===== src/rtl/hdmi_packet_pkg.sv =====
// hdmi_packet_pkg: data-island packet type codes and the pending-flag bundle
// shared by the packet scheduler and its priority selector.
package hdmi_packet_pkg;

    localparam logic [7:0] PKT_NULL     = 8'h00;
    localparam logic [7:0] PKT_ACR      = 8'h01;
    localparam logic [7:0] PKT_AUDIO    = 8'h02;
    localparam logic [7:0] PKT_AVI_IF   = 8'h82;
    localparam logic [7:0] PKT_AUDIO_IF = 8'h84;

    // One bit per packet kind that must eventually be sent.
    typedef struct packed {
        logic acr;
        logic avi;
        logic aif;
    } pending_t;

endpackage


===== src/rtl/packet_scheduler_if.sv =====
// packet_scheduler_if: raster position, audio fill level and packet slot
// signals between the hdmi core / audio buffer (master) and the scheduler (slave).
interface packet_scheduler_if #(
    parameter int unsigned BIT_WIDTH  = 10,
    parameter int unsigned BIT_HEIGHT = 10
);
    logic [BIT_WIDTH-1:0]  cx;
    logic [BIT_HEIGHT-1:0] cy;
    logic                  packet_enable;
    logic [7:0]            remaining;
    logic [7:0]            packet_type;
    logic                  audio_pop;
    logic [7:0]            missed_count;

    modport master (
        output cx, cy, packet_enable, remaining,
        input  packet_type, audio_pop, missed_count
    );

    modport slave (
        input  cx, cy, packet_enable, remaining,
        output packet_type, audio_pop, missed_count
    );
endinterface


===== src/rtl/packet_priority_select.sv =====
// packet_priority_select: fixed-priority choice of the next packet type from
// the pending flags, the audio-run hold condition and audio eligibility.
module packet_priority_select
    import hdmi_packet_pkg::*;
(
    input  pending_t   pending,
    input  logic       run_hold,
    input  logic       audio_ok,
    output logic [7:0] packet_type_c
);
    // ACR first; InfoFrames only once audio has had its run or has nothing to send.
    always_comb begin
        packet_type_c = PKT_NULL;
        if (pending.acr) begin
            packet_type_c = PKT_ACR;
        end else if (pending.avi && run_hold) begin
            packet_type_c = PKT_AVI_IF;
        end else if (pending.aif && run_hold) begin
            packet_type_c = PKT_AUDIO_IF;
        end else if (audio_ok) begin
            packet_type_c = PKT_AUDIO;
        end
    end
endmodule


===== src/rtl/packet_scheduler.sv =====
// packet_scheduler: picks the data-island packet type offered to hdmi on each
// packet_enable slot (ACR, audio, AVI/Audio InfoFrame, null).
// Optional build macro PACKET_SCHEDULER_STATS_EN: counts frames that started
// with an InfoFrame still unsent; without it missed_count is tied to zero.
module packet_scheduler
    import hdmi_packet_pkg::*;
#(
    parameter int unsigned BIT_WIDTH     = 10,
    parameter int unsigned BIT_HEIGHT    = 10,
    parameter int unsigned ACR_LINES     = 16,
    parameter int unsigned AUDIO_MIN     = 1,
    parameter int unsigned MAX_AUDIO_RUN = 4
) (
    input  logic              clk_pixel,
    input  logic              reset,
    packet_scheduler_if.slave bus
);
    localparam int unsigned LINE_W     = (ACR_LINES > 1) ? $clog2(ACR_LINES) : 1;
    localparam int unsigned RUN_NEED_W = $clog2(MAX_AUDIO_RUN + 1);
    localparam int unsigned RUN_W      = (RUN_NEED_W > 3) ? RUN_NEED_W : 3;

    localparam logic [LINE_W-1:0] LINE_LAST = LINE_W'(ACR_LINES - 1);
    localparam logic [RUN_W-1:0]  RUN_LIMIT = RUN_W'(MAX_AUDIO_RUN);
    localparam logic [8:0]        FILL_MIN  = 9'(AUDIO_MIN);

    logic              line_stb;
    logic              frame_stb;
    logic              commit;
    logic              inflight;
    logic              count_low;
    logic              audio_ok;
    logic              run_hold;
    logic [7:0]        fill_eff;
    pending_t          pend_q;
    pending_t          pend_n;
    logic [LINE_W-1:0] line_q;
    logic [LINE_W-1:0] line_n;
    logic [RUN_W-1:0]  run_q;
    logic [RUN_W-1:0]  run_n;
    logic [7:0]        pkt_q;
    logic [7:0]        pkt_c;
    logic              pop_q;

    // Raster strobes and slot commit.
    always_comb begin
        line_stb  = (bus.cx == BIT_WIDTH'(0));
        frame_stb = line_stb && (bus.cy == BIT_HEIGHT'(0));
        commit    = bus.packet_enable;
    end

    // Next pending flags, line counter and audio run; sets override same-cycle clears.
    always_comb begin
        pend_n = pend_q;
        line_n = line_q;
        run_n  = run_q;
        if (commit) begin
            case (pkt_q)
                PKT_ACR: begin
                    pend_n.acr = 1'b0;
                    run_n      = '0;
                end
                PKT_AVI_IF: begin
                    pend_n.avi = 1'b0;
                    run_n      = '0;
                end
                PKT_AUDIO_IF: begin
                    pend_n.aif = 1'b0;
                    run_n      = '0;
                end
                PKT_AUDIO: begin
                    if (run_q != '1) begin
                        run_n = run_q + RUN_W'(1);
                    end
                end
                default: begin
                end
            endcase
        end
        if (frame_stb) begin
            pend_n = '1;
            line_n = '0;
        end else if (line_stb) begin
            if (line_q == LINE_LAST) begin
                pend_n.acr = 1'b1;
                line_n     = '0;
            end else begin
                line_n = line_q + LINE_W'(1);
            end
        end
    end

    // Audio eligibility against the fill level net of a pop the buffer has not yet seen.
    always_comb begin
        inflight  = pop_q || (commit && (pkt_q == PKT_AUDIO));
        fill_eff  = (inflight && (bus.remaining != 8'd0)) ? bus.remaining - 8'd1 : bus.remaining;
        count_low = ({1'b0, fill_eff} < FILL_MIN);
        audio_ok  = !inflight && !count_low && (bus.remaining != 8'd0);
        run_hold  = (run_n >= RUN_LIMIT) || count_low;
    end

    packet_priority_select u_select (
        .pending       (pend_n),
        .run_hold      (run_hold),
        .audio_ok      (audio_ok),
        .packet_type_c (pkt_c)
    );

    // State and output registers.
    always_ff @(posedge clk_pixel or posedge reset) begin
        if (reset) begin
            pend_q <= '0;
            line_q <= '0;
            run_q  <= '0;
            pkt_q  <= PKT_NULL;
            pop_q  <= 1'b0;
        end else begin
            pend_q <= pend_n;
            line_q <= line_n;
            run_q  <= run_n;
            pkt_q  <= pkt_c;
            pop_q  <= commit && (pkt_q == PKT_AUDIO);
        end
    end

    assign bus.packet_type = pkt_q;
    assign bus.audio_pop   = pop_q;

`ifdef PACKET_SCHEDULER_STATS_EN
    logic [7:0] missed_q;

    // Count frames that begin with an InfoFrame still pending, saturating.
    always_ff @(posedge clk_pixel or posedge reset) begin
        if (reset) begin
            missed_q <= 8'd0;
        end else if (frame_stb && (pend_q.avi || pend_q.aif) && (missed_q != 8'hFF)) begin
            missed_q <= missed_q + 8'd1;
        end
    end

    assign bus.missed_count = missed_q;
`else
    assign bus.missed_count = 8'd0;
`endif
endmodule

===== src/flat_wrapper.sv =====
// flat-port wrapper written by rule: the top's interface ports become plain ports
module packet_scheduler_flat import hdmi_packet_pkg::*;
#(
    parameter int unsigned BIT_WIDTH     = 10,
    parameter int unsigned BIT_HEIGHT    = 10,
    parameter int unsigned ACR_LINES     = 16,
    parameter int unsigned AUDIO_MIN     = 1,
    parameter int unsigned MAX_AUDIO_RUN = 4
)
  (clk_pixel, reset, bus_cx, bus_cy, bus_packet_enable, bus_remaining, bus_packet_type, bus_audio_pop, bus_missed_count);
  packet_scheduler_if #(.BIT_WIDTH(BIT_WIDTH), .BIT_HEIGHT(BIT_HEIGHT)) bus_i ();
  input  logic clk_pixel;
  input  logic reset;
  input wire logic [$bits(bus_i.cx)-1:0] bus_cx;
  input wire logic [$bits(bus_i.cy)-1:0] bus_cy;
  input wire logic [$bits(bus_i.packet_enable)-1:0] bus_packet_enable;
  input wire logic [$bits(bus_i.remaining)-1:0] bus_remaining;
  output wire logic [$bits(bus_i.packet_type)-1:0] bus_packet_type;
  output wire logic [$bits(bus_i.audio_pop)-1:0] bus_audio_pop;
  output wire logic [$bits(bus_i.missed_count)-1:0] bus_missed_count;
  assign bus_i.cx = bus_cx;
  assign bus_i.cy = bus_cy;
  assign bus_i.packet_enable = bus_packet_enable;
  assign bus_i.remaining = bus_remaining;
  assign bus_packet_type = bus_i.packet_type;
  assign bus_audio_pop = bus_i.audio_pop;
  assign bus_missed_count = bus_i.missed_count;
  packet_scheduler #(.BIT_WIDTH(BIT_WIDTH), .BIT_HEIGHT(BIT_HEIGHT), .ACR_LINES(ACR_LINES), .AUDIO_MIN(AUDIO_MIN), .MAX_AUDIO_RUN(MAX_AUDIO_RUN)) u_core (.clk_pixel(clk_pixel), .reset(reset), .bus(bus_i));
endmodule

===== config.mk =====
export PLATFORM = sky130hd
export DESIGN_NAME = packet_scheduler_flat
export DESIGN_NICKNAME = d
export VERILOG_FILES = /design/src/rtl/hdmi_packet_pkg.sv /design/src/rtl/packet_scheduler_if.sv /design/src/rtl/packet_priority_select.sv /design/src/rtl/packet_scheduler.sv /design/src/flat_wrapper.sv
export SDC_FILE = /design/constraint.sdc
export NUM_CORES = 1
export LEC_CHECK = 0
export CAP_MARGIN = 20
export CELL_PAD_IN_SITES_DETAIL_PLACEMENT = 1
export CELL_PAD_IN_SITES_GLOBAL_PLACEMENT = 1
export CORE_UTILIZATION = 26
export CTS_CLUSTER_SIZE = 25
export DETAILED_ROUTE_END_ITERATION = 10
export PLACE_DENSITY_LB_ADDON = 0.1
export SLEW_MARGIN = 0
export SYNTH_ARGS = -nofsm -noshare
export SYNTH_HDL_FRONTEND = slang
export SYNTH_SLANG_ARGS = --single-unit

===== constraint.sdc =====
create_clock -name clk_pixel -period 1.6 [get_ports clk_pixel]
set_clock_uncertainty 0.15 [all_clocks]
set_input_delay 0.32 -clock clk_pixel [delete_from_list [all_inputs] [get_ports clk_pixel]]
set_output_delay 0.32 -clock clk_pixel [all_outputs]
set_load 0.03 [all_outputs]

==> metrics <==
DRC marker count from the first detailed-route iteration 37; classification of the worst setup path reg -> reg; chip width 63.8 µm; failing checks setup timing; Critical Path RT 1.60 ns; clock latency of the later-clocked register in the worst-skew pair 0.24 ns; non-filler cells, final 228; met1 WL 1.24 mm; leading register cell type out of synthesis sky130_fd_sc_hd__dfrtp_1; via count of the first global-routing pass 1081; number of buffers added on ports 35; number of setup violations in the final report 6; Ys Warns 0; GRT Util Overall 0.150; Post-Syn Instances 110; overall power 0.00114 W; Seq. cell area 354 µm²; Max Cap Violations 0; nets 216; most common cell after layout, fill and taps aside sky130_fd_sc_hd__buf_4; Netlist Area Pre-Place 993 µm²; highest routed layer met4; Reg-to-Reg End u_core.bus.packet_type[1]; first-pass GRT wire length 4.74 mm; met3 WL post-DR 120 µm; std cell rows 22; Vias 1035; type of the most critical hold path in -> async; max-slew violation total from the final report 0; sequential area share after synthesis 0.353; setup repair after global routing missed its margin true; routed length on met2 1.52 mm; multi-input logic area 706 µm²; post-detailed-route count of antenna-violating nets 0; routed via count divided by cell count 4.54; DIE HEIGHT 63.8 µm; CTS sink cnt 14; Setup crit end kind register; buffer cell driving the clock tree root sky130_fd_sc_hd__clkbuf_8; maximum frequency from static timing analysis 559 MHz; Starting Density 0.271; Crit-path slowest cell sky130_fd_sc_hd__dfrtp_2; Top Ports 48; Fin Setup TNS -0.845 ns; DR DRC count 0; deepest level of the CTS H-tree 1; crit path setup slack, layout -0.190 ns; worst-path maximum fanout 5; number of enable flip-flop cells after synthesis 0; number of buffers on the longest clock path 2; highest-count cells in the layout ignoring fill and taps 33 x sky130_fd_sc_hd__buf_4, 14 x sky130_fd_sc_hd__clkdlybuf4s50_1, 12 x sky130_fd_sc_hd__conb_1; run status finished, violations left; Startpoint Class register; Placed Instances 217; delay contributed by the slowest stage of the critical path 0.46 ns; Reg clk slew, reported paths 0.06 ns; post-route minimum period 1.79 ns; Hold Violations, Final 0; distinct cell type count after synthesis 41; fin crit share 1.12; setup slack, reg-to-reg -0.19 ns; average cell area after synthesis 9.03 µm²; iteration count of the initial detailed-routing pass 2; startpoint of the lowest-slack register-to-register path u_core.bus.packet_type[2]; largest vdd supply drop 233 µV; cell area power density 628 nW/µm²; Lkg Pwr 0.859 nW; Total Wirelength 2.91 mm; flop and latch count out of synthesis 14; per-cell routed wire length 12.8 µm; placed wire-length estimate after detailed placement 2.34 mm; Placer Congestion 0.728; Ant. Diodes 0; CTS Buf Count 3; area added between synthesis and finish 82.4%; critical path, cell by cell nor3b_4, nor2_2, o31a_1, o2111a_2, o32ai_2; ratio of cells with drive above 1 in the final layout 0.450; arrival time at the worst endpoint 1.79 ns; final core utilization 0.495; Post-synth ARST share 1.00; maximum number of pins on one net before global-route repair 15; filler cell count in the final layout 428; Congestion Overflow GR 0; Post-Route Hold Slack 0.222 ns; core box area 3660 µm²; clock tree from TritonCTS done; number of cells on the worst reg-to-reg path 5; Total Die Area 4070 µm²; number of antenna violations at the first check in global routing 0
kinds of logic (layout without fill, tap and decap cells):
group,Yosys count,in the layout,synth area share
other,1,12,0.00377
XOR/XNOR,1,1,0.00882
adder cells (fa/ha/maj),4,4,0.0504
buffers and inverters,20,79,0.132
AND/OR/NAND/NOR,43,43,0.259
flip-flops,14,14,0.353
AO/OA/AOI/OAI,27,27,0.193
timing repair:
action | 4_1_cts | 5_1_grt
hold buffers | 0 | 0
resized for setup | 44 | 26
endpoints found under the setup margin | 14 | 12
buffers inserted | 6 | 3
pin swaps | 17 | 15
report_power, final:
group	internal [W]	switching, W
clock network	0.000218	0.000133
registers	0.000387	0.0000203
logic	0.000200	0.000181
synthesized netlist by cell type, types with 2 or more instances:
cell | n | area, µm²
sky130_fd_sc_hd__a22o_1 | 2 | 17.5
sky130_fd_sc_hd__nand4_1 | 2 | 12.5
sky130_fd_sc_hd__dfrtp_1 | 14 | 350
sky130_fd_sc_hd__nor4_1 | 4 | 25.0
sky130_fd_sc_hd__ha_1 | 4 | 50.1
sky130_fd_sc_hd__o21ai_0 | 6 | 30.0
sky130_fd_sc_hd__nand2_1 | 9 | 33.8
sky130_fd_sc_hd__nor2_1 | 10 | 37.5
sky130_fd_sc_hd__inv_1 | 6 | 22.5
sky130_fd_sc_hd__nor3b_1 | 2 | 15.0
sky130_fd_sc_hd__nand3_1 | 2 | 10.0
sky130_fd_sc_hd__buf_4 | 13 | 97.6
sky130_fd_sc_hd__a21oi_1 | 3 | 15.0
sky130_fd_sc_hd__nor2_2 | 2 | 12.5
sky130_fd_sc_hd__o21ai_1 | 4 | 20.0
sky130_fd_sc_hd__nor3_1 | 2 | 10.0
through the flow:
| stage | setup WS, ns | instance area, µm² |
|---|---|---|
| after floorplan | -0.188 | 1040 |
| after global placement | -0.690 | 1540 |
| after detailed placement | -0.786 | 1540 |
| after CTS | -0.192 | 1740 |
| after global routing | -0.244 | 1810 |
| final | -0.190 | 1810 |
routing by layer:
metal	global-route usage	vias to the layer above
met1	0.177	488
met4	0.0597	0
met3	0.0179	2
li1	-	513
met5	0	-
met2	0.274	32
area by class of cell:
type	count	area share
Multi-Input combinational cell	87	0.390
Timing Repair Buffer	69	0.339
Sequential cell	14	0.195
Tap cell	48	0.0331
Clock buffer	4	0.0304
Inverter	6	0.0124
worst max-delay path by stage:
stage / start / to
2_1_floorplan: u_core.bus.packet_type[2] / u_core.bus.packet_type[2]
5_1_grt: u_core.bus.packet_type[2] / u_core.bus.packet_type[1]
3_5_place_dp: bus_remaining[0] / u_core.bus.packet_type[2]
6_report: u_core.bus.packet_type[2] / u_core.bus.packet_type[1]
3_3_place_gp: bus_remaining[0] / u_core.bus.packet_type[2]
4_1_cts: u_core.bus.packet_type[7] / u_core.bus.packet_type[1]
worst max-delay path: cells and delay by family (launching register included):
family | cells | cell delay (ns)
and+or+nand+nor | 2 | 0.31
AOI/OAI and AO/OA | 3 | 0.78
DFF | 1 | 0.46
Note: power is estimated with default switching activity, not from simulation.
